**config.mk**
```make
export PLATFORM = sky130hd
export DESIGN_NAME = filt_sample_ctrl
export DESIGN_NICKNAME = d
export VERILOG_FILES = /design/src/rtl/filt_sample_ctrl.sv
export SDC_FILE = /design/constraint.sdc
export NUM_CORES = 1
export LEC_CHECK = 0
export ABC_AREA = 1
export CORE_UTILIZATION = 55
export DETAILED_ROUTE_END_ITERATION = 16
export HOLD_SLACK_MARGIN = 0.12
export PLACE_DENSITY = 0.75
export SYNTH_ARGS = -nofsm -noshare
export SYNTH_HDL_FRONTEND = slang
export SYNTH_SLANG_ARGS = --single-unit
```
**constraint.sdc**
```tcl
create_clock -name clk -period 3 [get_ports clk]
set_input_delay 0.3 -clock clk [delete_from_list [all_inputs] [get_ports clk]]
set_output_delay 0.3 -clock clk [all_outputs]
set_load 0.03 [all_outputs]
```
**src/rtl/filt_sample_ctrl.sv**
```systemverilog
// filt_sample_ctrl: buffers a free-running XADC sample stream and sequences one
// start/done handshake per sample through the filters block.
module filt_sample_ctrl #(
  parameter int XADC_DATA_SIZE = 16,
  parameter int FIFO_ADDR_SIZE = 4,
  parameter int START_CYCLES   = 2,
  parameter int TIMEOUT        = 255
) (
  input  logic                      clk,
  input  logic                      rst,
  input  logic [XADC_DATA_SIZE-1:0] s_data,
  input  logic                      s_valid,
  input  logic [1:0]                sel_in,
  input  logic                      clr_flags,
  output logic                      filt_start,
  output logic [1:0]                filt_select,
  output logic [XADC_DATA_SIZE-1:0] input_val,
  input  logic [XADC_DATA_SIZE-1:0] filt_result,
  input  logic                      filt_done,
  output logic [XADC_DATA_SIZE-1:0] res_data,
  output logic                      res_valid,
  output logic [1:0]                res_sel,
  output logic                      busy,
  output logic [FIFO_ADDR_SIZE:0]   fifo_count,
  output logic                      ovf,
  output logic                      tmo
);

  localparam int DEPTH = 1 << FIFO_ADDR_SIZE;
  localparam int SCW   = (START_CYCLES > 1) ? $clog2(START_CYCLES) : 1;
  localparam int TOW   = $clog2(TIMEOUT + 1);

  localparam logic [FIFO_ADDR_SIZE:0]   CNT_FULL = (FIFO_ADDR_SIZE+1)'(DEPTH);
  localparam logic [FIFO_ADDR_SIZE:0]   CNT_ONE  = (FIFO_ADDR_SIZE+1)'(1);
  localparam logic [FIFO_ADDR_SIZE-1:0] PTR_ONE  = FIFO_ADDR_SIZE'(1);
  localparam logic [SCW-1:0]            SC_LAST  = SCW'(START_CYCLES - 1);
  localparam logic [SCW-1:0]            SC_ONE   = SCW'(1);
  localparam logic [TOW-1:0]            TO_LAST  = TOW'(TIMEOUT - 1);
  localparam logic [TOW-1:0]            TO_ONE   = TOW'(1);

  typedef enum logic [1:0] {IDLE, START, WAIT_DONE, RELEASE} state_t;

  state_t                    state_q;
  logic [XADC_DATA_SIZE-1:0] mem_q [DEPTH];
  logic [FIFO_ADDR_SIZE-1:0] wr_ptr_q, rd_ptr_q;
  logic [FIFO_ADDR_SIZE:0]   count_q;
  logic [SCW-1:0]            st_cnt_q;
  logic [TOW-1:0]            to_cnt_q;
  logic                      filt_start_q, res_valid_q, ovf_q, tmo_q;
  logic [1:0]                filt_select_q, res_sel_q;
  logic [XADC_DATA_SIZE-1:0] input_val_q, res_data_q;

  logic full, empty, pop, push, drop, tmo_hit;

  assign full  = (count_q == CNT_FULL);
  assign empty = (count_q == '0);
  // A done still high from a previous (or reset-aborted) transaction blocks the next start.
  assign pop     = (state_q == IDLE) && !empty && !filt_done;
  assign push    = s_valid && (!full || pop);
  assign drop    = s_valid && full && !pop;
  assign tmo_hit = (state_q == WAIT_DONE) && !filt_done && (to_cnt_q == TO_LAST);

  always_ff @(posedge clk) begin
    if (push) mem_q[wr_ptr_q] <= s_data;
  end

  always_ff @(posedge clk) begin
    if (!rst) begin
      wr_ptr_q <= '0;
      rd_ptr_q <= '0;
      count_q  <= '0;
      ovf_q    <= 1'b0;
      tmo_q    <= 1'b0;
    end else begin
      if (push) wr_ptr_q <= wr_ptr_q + PTR_ONE;
      if (pop)  rd_ptr_q <= rd_ptr_q + PTR_ONE;
      case ({push, pop})
        2'b10:   count_q <= count_q + CNT_ONE;
        2'b01:   count_q <= count_q - CNT_ONE;
        default: ;
      endcase
      if (drop)           ovf_q <= 1'b1;
      else if (clr_flags) ovf_q <= 1'b0;
      if (tmo_hit)        tmo_q <= 1'b1;
      else if (clr_flags) tmo_q <= 1'b0;
    end
  end

  always_ff @(posedge clk) begin
    if (!rst) begin
      state_q       <= IDLE;
      st_cnt_q      <= '0;
      to_cnt_q      <= '0;
      filt_start_q  <= 1'b0;
      filt_select_q <= 2'b00;
      input_val_q   <= '0;
      res_data_q    <= '0;
      res_sel_q     <= 2'b00;
      res_valid_q   <= 1'b0;
    end else begin
      res_valid_q <= 1'b0;
      case (state_q)
        IDLE: begin
          filt_start_q  <= 1'b0;
          filt_select_q <= (sel_in == 2'b11) ? 2'b00 : sel_in;
          if (pop) begin
            input_val_q  <= mem_q[rd_ptr_q];
            filt_start_q <= 1'b1;
            st_cnt_q     <= '0;
            state_q      <= START;
          end
        end
        START: begin
          if (st_cnt_q == SC_LAST) begin
            filt_start_q <= 1'b0;
            to_cnt_q     <= '0;
            state_q      <= WAIT_DONE;
          end else begin
            st_cnt_q <= st_cnt_q + SC_ONE;
          end
        end
        WAIT_DONE: begin
          if (filt_done) begin
            res_data_q  <= filt_result;
            res_sel_q   <= filt_select_q;
            res_valid_q <= 1'b1;
            state_q     <= RELEASE;
          end else if (tmo_hit) begin
            state_q <= RELEASE;
          end else begin
            to_cnt_q <= to_cnt_q + TO_ONE;
          end
        end
        RELEASE: if (!filt_done) state_q <= IDLE;
        default: state_q <= IDLE;
      endcase
    end
  end

  assign filt_start  = filt_start_q;
  assign filt_select = filt_select_q;
  assign input_val   = input_val_q;
  assign res_data    = res_data_q;
  assign res_valid   = res_valid_q;
  assign res_sel     = res_sel_q;
  assign busy        = (state_q != IDLE);
  assign fifo_count  = count_q;
  assign ovf         = ovf_q;
  assign tmo         = tmo_q;

endmodule

```
# [After elaboration in Yosys (flattened, before gate mapping)]
# Memory sizes are Yosys's and may differ from the RTL's. A register that Yosys moved wholly into a read port is not among the register bits.
# Cells that the tools add are included.
[totals] input_bits=39 ff_bits=48 latchBits=0 rom_bits=0 wordCells=86 mem_bits_rw=256 output_inout_bits=46 memories=1
[op_classes] order_cmp=0 add_sub_neg=6 multipliers=0 div=0 n_bitwise=0 n_shift=0 eq_ne=14 n_reduce_logical=28 mux=24
[memory_table] memory="mem_q" depth=16 width=16 rd=1 rd_ports_with_merged_regs=1 write_ports=1 line_no="44" text="logic [XADC_DATA_SIZE-1:0] mem_q [DEPTH];"
[op_table] operator="$mux 8" count=3
[op_table] operator="$pmux 8 s2" count=1
[op_table] operator="$mux 2" count=6
[op_table] operator="$reduce_bool 2->1" count=6
[op_table] operator="$mux 1" count=10
[op_table] operator="$ne 2x2->1 const B" count=5
[op_table] operator="$pmux 5 s2" count=1
[op_table] operator="$reduce_and 2->1" count=5
[op_table] operator="$add 4x1->4 const B" count=2
[op_table] operator="$add 8x1->8 const B" count=1
[op_table] operator="$eq 2x2->1 const B" count=4
[op_table] operator="$eq 8x8->1 const B" count=1
[op_table] operator="$pmux 2 s4" count=1
[op_table] operator="$reduce_and 4->1" count=2
[op_table] operator="$logic_and 1x1->1" count=7
[op_table] operator="$add 5x1->5 const B" count=1
[op_table] operator="$eq 5x5->1 const B" count=1
[op_table] operator="$logic_not 1->1" count=5
[op_table] operator="$logic_not 5->1" count=1
[op_table] operator="$sub 5x1->5 const B" count=1
[op_table] operator="$eq 2x1->1 const B" count=2
[op_table] operator="$pmux 1 s2" count=2
[op_table] operator="$ne 3x3->1 const B" count=1
[op_table] operator="$logic_not 2->1" count=1
[op_table] operator="other kinds (2)" count=2

# [Depth between registers and ports, before layout]
# Gate-level depths: netlist of run 1.
[depth] depth_word=8 depth_mapped=18 mapped_depth_nobuf=18

# [Least setup slack after synthesis of run 1]
# OpenSTA, ideal clock, no wires.
[synth_timing] path_kind="reg-to-reg" from="register state_q[0]" to="register count_q[4] (netlist: fifo_count[4])" t_required_ps=2868 slack_ps=503 t_arrival_ps=2365 stages_incl_launch_ff=18 setup_ps=132 n_path_buf=0 path_cell_list="dfxtp_1 inv_1 ha_1 inv_2 nor2_4 nor3_2 inv_1 nand2_1 ha_1 xor2_1 ha_1 inv_1 nand2_1 nand3_1 nand3b_1 nand2_1 nand2_1 a21oi_1"
[synth_via] elab_chain_cells=7
[synth_rtl] item="start, declared" line_no="43" text="state_t state_q;"
[synth_rtl] item="start signal, assigned" line_no="91" text="state_q <= IDLE;"
[synth_rtl] item="start signal, assigned" line_no="110" text="state_q <= START;"
[synth_rtl] item="start signal, assigned" line_no="117" text="state_q <= WAIT_DONE;"
[synth_rtl] item="$logic_not 2->1 *" line_no="58" text="assign pop = (state_q == IDLE) && !empty && !filt_done;"
[synth_rtl] item="$logic_and 1x1->1 * (2 in a row)" line_no="58"
[synth_rtl] item="$logic_or 1x1->1" line_no="59" text="assign push = s_valid && (!full || pop);"
[synth_rtl] item="$logic_and 1x1->1" line_no="59"
[synth_rtl] item="$eq 2x1->1 or $eq 2x2->1 (tied branches)" line_no="77" text="case ({push, pop})"
[synth_rtl] item="$pmux 5 s2 or $reduce_bool 2->1 (tied branches)"
[synth_rtl] item="end signal, assigned" line_no="78" text="2'b10: count_q <= count_q + CNT_ONE;"
[synth_rtl] item="end signal, assigned" line_no="79" text="2'b01: count_q <= count_q - CNT_ONE;"
[synth_rtl] item="end, declared" line_no="46" text="logic [FIFO_ADDR_SIZE:0] count_q;"
# Every way passes the cells marked *; elsewhere a longest branch is shown, timed or not.
# A chain may end at the register's enable or synchronous reset.

# [Final worst setup path of run 1]
# Ends and elaborated chain as after synthesis.

==> flow_summary_export.csv, run 1 <==
group,metric,value,unit
status,status,"finished, final reports clean",
cells_and_area,seq_area,8970,um^2
cts,insertion_delay,0.51,ns
placement,hpwl,20.2,mm
timing,fin_setup_tns,0,ns
cells_and_area,fin_nets,1576,
grt,grtUsageMet1,34.8,%
floorplanning,die_h,160,um
power,vdd_drop_max,582,uV
cts,ctsResizeCount,0,
critical_path,r2r_slack,0.29,ns
critical_path,path_cells,"inv_1 -> ha_1 -> inv_2 -> nor2_4 -> nor3_2 -> inv_1 -> nand2_1 -> ha_1 -> xor2_1 -> ha_1 -> inv_1 -> nand2_1 -> nand3_1 -> nand3b_1 -> nand2_1 -> nand2_1 -> a21oi_1",
synthesis,synth_edf_count,256,
cts,path_clk_slew,0.06,ns
detailed_routing,routed_wl,32.3,mm
grt,grt_pass1_wl,50.8,mm
critical_path,crit_arrival,3.04,ns
cts,htreeDepth,2,
synthesis,yosys_warnings,0,
timing,hold_viol_final,0,
timing,tightest_slew,1.17,ns
synthesis,synth.most_common_cell,"nand2_1",
cts,clock-sinks,320,
timing,fin_crit_sh,90.2,%
critical_path,cp_max_fo,5,
synthesis,synthTopCellsByCount,"459 x nand2_1, 256 x edfxtp_1, 191 x nand3_1",
critical_path,cp-startpoint,"state_q[0]$_SDFFE_PN0P_",
critical_path,worstPathRequired,3.33,ns
cts,cts-root-buf,"clkbuf_16",
placement,portBuffers,84,
cts,cts_buffer_depth,3,
synthesis,avgSynthCellArea,9.61,um^2
cells_and_area,area_growth,17.0,%
power,clkPwrFrac,30.7,%
timing,maxSlewHeadroom,21.9,%
critical_path,setup.worst_path.class,"reg -> reg",
detailed_routing,ant_nets,0,
synthesis,syn_inst,1434,
synthesis,yosysTopAreaCell,"edfxtp_1",
power,swShare,33.6,%
grt,antenna_found_initial,0,
floorplanning,io_pins,85,
power,combPwrFrac,29.4,%
synthesis,syn-cell-area,13800,um^2
grt,met3_usage,4.03,%
grt,grtUsageMet2,42.4,%
grt,busiest_layer,"met2",
cts,postCtsHoldBufs,0,
synthesis,synth.distinct_cells,29,
power,seqPwrFrac,39.9,%
grt,grt_usage,25.6,%
power,powerDensity,817,nW/um^2
cells_and_area,instances_no_fill,1870,
detailed_routing,routedWlPerCell,17.3,um
hold_path,hold_start,"filt_result[6]",
floorplanning,die-area,25700,um^2
timing,setup_violations,0,
timing,skew,0.0145,ns
floorplanning,die_w,160,um
cells_and_area,fillers,1860,
timing,period_needed,2.71,ns
critical_path,worstSetupStartpointType,"flip-flop",
cts,cts_buffers,34,
floorplanning,rows,57,
placement,dp.cells,1809,
grt,grt_max_degree,131,
cells_and_area,utilization,65.9,%
power,p_sw,4.43,mW
detailed_routing,firstDrtPassIters,8,
power,leakagePower,6.75,nW
cells_and_area,diodes,0,
synthesis,ys_async_sr_fraction,0,%
detailed_routing,via_count,9932,
grt,globalRouteOverflowTotal,0,
critical_path,critPathMostFrequentCell,"nand2_1",
critical_path,crit_path_end_kind,"flip-flop",
floorplanning,initial_core_util,56.3,%
cells_and_area,drive_above_1_share,6.92,%
synthesis,yosys_most_used_dff,"edfxtp_1",
power,cell_internal_pwr,8.75,mW
timing,rsz0062_at_grt,"false",
detailed_routing,drc_errors,0,
timing,clock.fmax,0.370,GHz
cells_and_area,multiInputGateArea,3830,um^2
synthesis,synth_fp_nets,1489,
synthesis,ys_ff_latch,320,
detailed_routing,dr.first_iter.drc_count,952,
timing,hold_slack,0.426,ns
critical_path,cp_slowest_cell,"dfxtp_1",
hold_path,min_path_type,"in -> reg",
critical_path,timing.rr.start,"state_q[0]$_SDFFE_PN0P_",
grt,grt_pass1_vias,9521,
floorplanning,core_area,24500,um^2
cts,cts_tree,"built",
placement,gp_congestion,0.870,
cts,cts_setup_buffers,0,
timing,drv_slew,0,
synthesis,synth.area.top_cells,"edfxtp_1 56%, nand2_1 13%, dfxtp_1 9.3%",
synthesis,synth_seq_area_share,65.1,%
critical_path,cp_slowest_stage_delay,0.40,ns
synthesis,synth_top_area_share,55.8,%
detailed_routing,via_per_inst,5.31,
job,maxCapViolations,0,
-- cells in the final DEF (no fill, tap or decap), drive strengths merged, types with 3 or more instances in the layout --
| cell | netlist | final |
|---|---|---|
| nand2 | 461 | 461 |
| edfxtp | 256 | 256 |
| nand3 | 191 | 191 |
| inv | 187 | 187 |
| nor2 | 122 | 122 |
| clkdlybuf4s50 | 0 | 84 |
| dfxtp | 64 | 64 |
| clkbuf | 14 | 50 |
| buf | 50 | 31 |
| o21ai | 27 | 27 |
| a21oi | 22 | 22 |
| ha | 16 | 16 |
| clkinv | 2 | 10 |
| nand4 | 8 | 8 |
| xor2 | 7 | 7 |
| bufinv | 0 | 3 |
| nor3 | 3 | 3 |
-- per-stage QoR --
| step | total power, mW | setup slack (ns) | instance area (um^2) |
|---|---|---|---|
| floorplan | 7.91 | 0.503 | 13800 |
| detailed placement | 9.20 | 0.334 | 15100 |
| global placement | 9.14 | 0.367 | 15100 |
| CTS | 13.2 | 0.311 | 16100 |
| global route | 13.8 | 0.0261 | 16100 |
| finish | 13.2 | 0.295 | 16100 |
-- sequential cells by signal, indices dropped and copies added, names as in the netlist, 4 cells and up --
register,count
fifo_count,5
to_cnt_q,8
rd_ptr_q,4
res_data,16
wr_ptr_q,4
input_val,16
mem_q,256
-- worst max-delay path: cells and delay by family (launching register included) --
kind,cells,cell delay (ns)
flops,1,0.40
compound gates,1,0.05
buf+inv,4,0.35
xor+xnor,1,0.22
simple gates,8,0.79
fa+ha+maj,3,0.72
-- metal layers --
metal,vias up,share of wire [%]
met1,4666,42
met2,389,48
li1,4810,-
met5,-,0
met4,0,2.5
met3,67,7.5
-- final timing paths --
kind	end	depth (start not counted)
min reg2reg	st_cnt_q$_SDFFE_PN0P_	2
max reg2reg	fifo_count[4]$_SDFFE_PN0P_	17
max	fifo_count[4]$_SDFFE_PN0P_	17
min	res_data[6]$_SDFFE_PN0P_	3
-- kinds of logic after synthesis --
kind of cell | count (synthesis) | share of synthesized area, %
fa+ha+maj | 16 | 1.45
simple gates | 786 | 23.6
xor+xnor | 8 | 0.508
flops | 320 | 65.1
buf+inv | 253 | 7.44
compound gates | 51 | 1.92
-- area by class of cell --
class,count,share of cell area [%]
tap,324,2.51
inverter,189,4.41
sequential,320,55.6
clock buffer,50,5.84
multi-input combinational,861,23.7
clock inverter,11,0.822
timing repair buffer,115,7.04
-- power groups by stage --
stage / registers (mW) / logic (mW) / clock network [mW]
2_1_floorplan: 5.63 / 2.28 / 0
3_3_place_gp: 5.35 / 3.79 / 0
3_5_place_dp: 5.35 / 3.85 / 0
4_1_cts: 5.26 / 3.88 / 4.10
5_1_grt: 5.29 / 4.26 / 4.27
6_report: 5.26 / 3.87 / 4.04
Note: power is estimated with default switching activity, not from simulation.
==> inputs of run 2 (changes only) <==
CORE_ASPECT_RATIO = 1.75   (was not set)
CORE_UTILIZATION = 45   (was 55)
CTS_BUF_LIST = sky130_fd_sc_hd__clkbuf_4 sky130_fd_sc_hd__clkbuf_8 sky130_fd_sc_hd__clkbuf_16   (was not set)
PLACE_DENSITY = not set   (was 0.75)
==> flow_summary_export.csv, run 2 (synthesis results as in run 1) <==
group,metric,value,unit
cts,clock-sinks,320,
status,status,"finished, final reports clean",
cts,postCtsHoldBufs,0,
placement,postPlaceCellArea,15200,um^2
timing,setup_violations,0,
detailed_routing,firstDrtPassIters,7,
critical_path,cp_slowest_cell,"dfxtp_1",
critical_path,path_buf_inv,4,
power,p_sw,4.45,mW
hold_path,min_path_type,"in -> reg",
hold_path,holdPathEnd,"res_data[0]$_SDFFE_PN0P_",
critical_path,critPathMostFrequentCell,"nand2_1",
cells_and_area,fillers,2727,
critical_path,setup.worst_path.class,"reg -> reg",
power,swShare,34.7,%
floorplanning,initial_core_util,45.8,%
floorplanning,core_area,30100,um^2
grt,grt_usage,22.5,%
cells_and_area,fin_nets,1575,
hold_path,hold_start,"filt_result[0]",
power,seqPwrFrac,41.3,%
timing,period_needed,2.65,ns
cts,htreeDepth,1,
critical_path,cp-startpoint,"state_q[0]$_SDFFE_PN0P_",
timing,setup_slack,0.346,ns
grt,grt_max_degree,100,
placement,portBuffers,84,
detailed_routing,ant_nets,0,
placement,gp_congestion,0.841,
cells_and_area,area_growth,17.1,%
cells_and_area,diodes,0,
cts,ctsResizeCount,0,
cts,path_clk_slew,0.06,ns
timing,tightest_slew,0.853,ns
timing,fin_setup_tns,0,ns
cells_and_area,final_common_cell,"nand2_1",
grt,antenna_found_initial,0,
grt,grt_pass1_vias,9783,
critical_path,path_cells,"inv_1 -> ha_1 -> inv_2 -> nor2_4 -> nor3_2 -> inv_1 -> nand2_1 -> ha_1 -> xor2_1 -> ha_1 -> inv_1 -> nand2_1 -> nand3_1 -> nand3b_1 -> nand2_1 -> nand2_1 -> a21oi_1",
detailed_routing,drc_errors,0,
critical_path,crit_arrival,3.07,ns
power,vdd_drop_max,474,uV
power,power,12.8,mW
critical_path,cp_slowest_stage_delay,0.38,ns
power,leakagePower,6.73,nW
critical_path,worstSetupStartpointType,"flip-flop",
hold_path,worstHoldPathCells,3,
job,maxCapViolations,0,
detailed_routing,via_per_inst,5.03,
power,combPwrFrac,30.1,%
timing,fin_crit_sh,88.5,%
detailed_routing,routedWlPerCell,17.6,um
timing,clock.fmax,0.377,GHz
critical_path,worstPathRequired,3.41,ns
cts,cts_tree,"built",
critical_path,cp_max_fo,5,
grt,grt_pass1_wl,53.8,mm
critical_path,timing.rr.start,"state_q[0]$_SDFFE_PN0P_",
detailed_routing,routed_wl,34.0,mm
detailed_routing,dr.first_iter.drc_count,648,
cells_and_area,max_flop_register,"mem_q",
critical_path,worstRegToRegCells,17,
timing,skew,0.0243,ns
cts,insertion_delay,0.57,ns
timing,rsz0062_at_grt,"false",
power,clkPwrFrac,28.6,%
placement,hpwl,21.9,mm
placement,dpl_worst_slack,0.303,ns
cts,cts_buffer_depth,3,
cells_and_area,drive_above_1_share,7.78,%
cts,cts_buffers,29,
grt,globalRouteOverflowTotal,0,
detailed_routing,via_count,9704,
floorplanning,die_h,234,um
power,cell_internal_pwr,8.37,mW
timing,hold_viol_final,0,
critical_path,r2r_slack,0.35,ns
timing,drv_slew,0,
floorplanning,die-area,31400,um^2
timing,maxSlewHeadroom,43.0,%
power,powerDensity,794,nW/um^2
cts,cts_setup_buffers,0,
floorplanning,rows,84,
cells_and_area,final_area,16100,um^2
critical_path,path_delay_family,"simple AND/OR/NAND/NOR gates",
floorplanning,die_w,134,um
critical_path,crit_path_end_kind,"flip-flop",
cells_and_area,largest_reg_flops,256,
cells_and_area,mostFrequentLayoutCells,"459 x nand2_1, 256 x edfxtp_1, 191 x nand3_1, 181 x inv_1, 102 x nor2_1",
critical_path,rr_endpoint,"fifo_count[4]$_SDFFE_PN0P_",
floorplanning,io_pins,85,
cts,cts-root-buf,"clkbuf_16",
-- run 2: changes by cell type in the layout (fill, tap and decap cells not counted), moves of 3 or more --
cell | before | now
clkbuf_1 | 14 | 0
buf_12 | 5 | 8
clkbuf_16 | 35 | 29
clkbuf_4 | 0 | 13
-- run 2: final cells by class --
class	count	area (um^2)	share of cell area, %
clock buffers	45	865	5.36
clock inverters	9	76.3	0.473
inverters	189	712	4.41
multi-input cells	861	3830	23.7
flip-flops and latches	320	8970	55.6
well taps	387	484	3.00
repair buffers	119	1200	7.46
-- run 2: metal layers --
layer | vias up | GRT usage, % | wire (um) | part of all wire [%]
li1 | 4794 | - | - | -
met1 | 4571 | 26.0 | 13000 | 38
met2 | 268 | 41.8 | 18100 | 53
met3 | 71 | 2.84 | 1620 | 4.8
met4 | 0 | 9.02 | 1220 | 3.6
met5 | - | 0 | 0 | 0
-- run 2: worst register-to-register path, cell delays in order (launching register included) --
cell and delay (ns):
dfxtp_1 0.38, inv_1 0.10, ha_1 0.28, inv_2 0.14
nor2_4 0.05, nor3_2 0.24, inv_1 0.06, nand2_1 0.08
ha_1 0.29, xor2_1 0.22, ha_1 0.18, inv_1 0.04
nand2_1 0.09, nand3_1 0.11, nand3b_1 0.11, nand2_1 0.06
nand2_1 0.05, a21oi_1 0.05
-- run 2: power groups by stage --
stage	sequential [mW]	combinational [mW]	clock, mW
after detailed placement	5.40	3.87	0
after global routing	5.34	4.29	3.88
after floorplan	5.63	2.28	0
after CTS	5.31	3.89	3.74
final	5.30	3.86	3.66
after global placement	5.39	3.85	0
-- run 2: per-stage QoR --
step                      utilization (%)  cells  hold slack (ns)
after floorplan                         -   1434            0.399
after global placement               50.6   1876            0.455
after detailed placement             50.6   1876            0.457
after CTS                            53.7   1930            0.324
after global routing                 53.7   1930            0.354
final                                53.7   1930            0.343
-- run 2: how the worst max path moves through the flow --
stage | end | cells past startpoint
3_5_place_dp | fifo_count[4]$_SDFFE_PN0P_ | 15
5_1_grt | fifo_count[4]$_SDFFE_PN0P_ | 18
3_3_place_gp | fifo_count[4]$_SDFFE_PN0P_ | 16
4_1_cts | fifo_count[4]$_SDFFE_PN0P_ | 17
2_1_floorplan | fifo_count[4]$_SDFFE_PN0P_ | 17
6_report | fifo_count[4]$_SDFFE_PN0P_ | 17
==> inputs of run 3 (changes only) <==
CTS_CLUSTER_SIZE = 20   (was not set)
clock period = 3.12 ns   (was 3 ns; I/O delays follow)
==> flow_summary_export.csv, run 3 (synthesis results as in run 1) <==
group,metric,value,unit
status,status,"finished, final reports clean",
timing,maxSlewHeadroom,38.7,%
timing,fin_crit_sh,89.0,%
cells_and_area,final_common_cell,"nand2_1",
power,leakagePower,6.83,nW
grt,antenna_found_initial,0,
timing,period_needed,2.78,ns
cts,cts_tree,"built",
detailed_routing,via_count,9634,
timing,drv_slew,0,
cts,cts_buffers,31,
power,cell_internal_pwr,8.80,mW
cells_and_area,fillers,2720,
cells_and_area,fin_nets,1573,
timing,skew,0.0314,ns
hold_path,hold_start,"filt_result[9]",
timing,rsz0062_at_grt,"false",
power,swShare,33.2,%
detailed_routing,via_per_inst,4.99,
power,powerDensity,805,nW/um^2
grt,grt_usage,22.6,%
cells_and_area,drive_above_1_share,7.84,%
power,power,13.2,mW
power,vdd_drop_max,557,uV
detailed_routing,routedWlPerCell,17.6,um
job,maxCapViolations,0,
detailed_routing,dr.first_iter.drc_count,587,
floorplanning,io_pins,85,
placement,hpwl,21.7,mm
grt,grt_max_degree,89,
power,seqPwrFrac,38.3,%
cts,ctsResizeCount,0,
timing,hold_viol_final,0,
critical_path,crit_path_end_kind,"flip-flop",
cells_and_area,mostFrequentLayoutCells,"459 x nand2_1, 256 x edfxtp_1, 191 x nand3_1, 181 x inv_1, 102 x nor2_1",
floorplanning,rows,84,
timing,tightest_slew,0.919,ns
timing,fin_setup_tns,0,ns
cells_and_area,largest_reg_flops,256,
power,combPwrFrac,28.2,%
power,clkPwrFrac,33.6,%
critical_path,crit_arrival,3.21,ns
cts,postCtsHoldBufs,0,
floorplanning,core_area,30100,um^2
floorplanning,die-area,31400,um^2
critical_path,rr_endpoint,"fifo_count[4]$_SDFFE_PN0P_",
detailed_routing,ant_nets,0,
cts,clock-sinks,320,
grt,globalRouteOverflowTotal,0,
critical_path,worstSetupStartpointType,"flip-flop",
detailed_routing,firstDrtPassIters,5,
cells_and_area,diodes,0,
placement,portBuffers,84,
cts,cts_setup_buffers,0,
hold_path,holdPathEnd,"res_data[9]$_SDFFE_PN0P_",
cts,path_clk_slew,0.07,ns
grt,grt_pass1_vias,9492,
hold_path,min_path_type,"in -> reg",
critical_path,worstPathRequired,3.55,ns
floorplanning,initial_core_util,45.8,%
cts,cts-root-buf,"clkbuf_16",
floorplanning,die_h,234,um
timing,setup_violations,0,
cells_and_area,max_flop_register,"mem_q",
critical_path,cp_max_fo,6,
critical_path,setup.worst_path.class,"reg -> reg",
cts,cts_buffer_depth,3,
cells_and_area,area_growth,18.8,%
placement,gp_congestion,0.794,
hold_path,worstHoldPathCells,3,
cts,htreeDepth,1,
detailed_routing,drc_errors,0,
floorplanning,die_w,134,um
critical_path,r2r_slack,0.34,ns
critical_path,timing.rr.start,"state_q[0]$_SDFFE_PN0P_",
grt,grt_pass1_wl,53.4,mm
cts,insertion_delay,0.59,ns
detailed_routing,routed_wl,34.1,mm
power,p_sw,4.37,mW
timing,clock.fmax,0.360,GHz
critical_path,worstRegToRegCells,17,
run 3: cell count changes in the layout (fill, tap and decap cells not counted), sizes merged:
cell,delta
buf,-4
bufinv,+9
clkbuf,-9
clkinv,+1
inv,+3
run 3: per-stage QoR:
step | util [%] | setup slack [ns] | instances | area (um^2) | hold slack (ns)
global placement | 50.4 | 0.276 | 1872 | 15100 | 0.456
global route | 54.4 | 0.0165 | 1930 | 16400 | 0.355
detailed placement | 50.4 | 0.269 | 1872 | 15100 | 0.459
CTS | 54.4 | 0.325 | 1930 | 16400 | 0.308
floorplan | - | 0.623 | 1434 | 13800 | 0.411
finish | 54.4 | 0.344 | 1930 | 16400 | 0.336
run 3: cell type report:
type / count / area (um^2) / share of cell area [%]
timing repair buffer: 115 / 1150 / 7.02
multi-input combinational: 861 / 3830 / 23.4
inverter: 189 / 712 / 4.35
clock buffer: 36 / 820 / 5.01
clock inverter: 22 / 402 / 2.45
tap: 387 / 484 / 2.96
sequential: 320 / 8970 / 54.8
run 3: how the worst max path moves through the flow:
stage	from	end	slack (ns)
6_report	state_q[0]$_SDFFE_PN0P_	fifo_count[4]$_SDFFE_PN0P_	0.34
5_1_grt	state_q[1]$_SDFFE_PN0P_	fifo_count[4]$_SDFFE_PN0P_	0.02
4_1_cts	state_q[0]$_SDFFE_PN0P_	fifo_count[4]$_SDFFE_PN0P_	0.32
3_5_place_dp	filt_done	fifo_count[4]$_SDFFE_PN0P_	0.27
3_3_place_gp	filt_done	fifo_count[4]$_SDFFE_PN0P_	0.28
2_1_floorplan	state_q[0]$_SDFFE_PN0P_	fifo_count[4]$_SDFFE_PN0P_	0.62
run 3: metal layers:
| layer | wire [um] | vias to the layer above | track usage [%] |
|---|---|---|---|
| li1 | - | 4792 | - |
| met1 | 13700 | 4567 | 25.9 |
| met2 | 18000 | 220 | 42.3 |
| met3 | 1280 | 55 | 2.95 |
| met4 | 1120 | 0 | 8.71 |
| met5 | 0 | - | 0 |
run 3: worst max-delay path, cell delays in order, from the launching register on:
cell and delay (ns):
dfxtp_1 0.38, inv_1 0.10, ha_1 0.27, inv_2 0.13
nor2_4 0.05, nor3_2 0.24, inv_1 0.06, nand2_1 0.17
ha_1 0.33, xor2_1 0.22, ha_1 0.18, inv_1 0.04
nand2_1 0.10, nand3_1 0.11, nand3b_1 0.10, nand2_1 0.05
nand2_1 0.05, a21oi_1 0.05
run 3: power groups by stage:
| stage | clock network, mW | registers, mW | logic, mW |
|---|---|---|---|
| after floorplan | 0 | 5.41 | 2.20 |
| after global placement | 0 | 5.13 | 3.73 |
| after detailed placement | 0 | 5.14 | 3.73 |
| after CTS | 4.50 | 5.05 | 3.75 |
| after global routing | 4.64 | 5.07 | 4.17 |
| final | 4.42 | 5.04 | 3.71 |
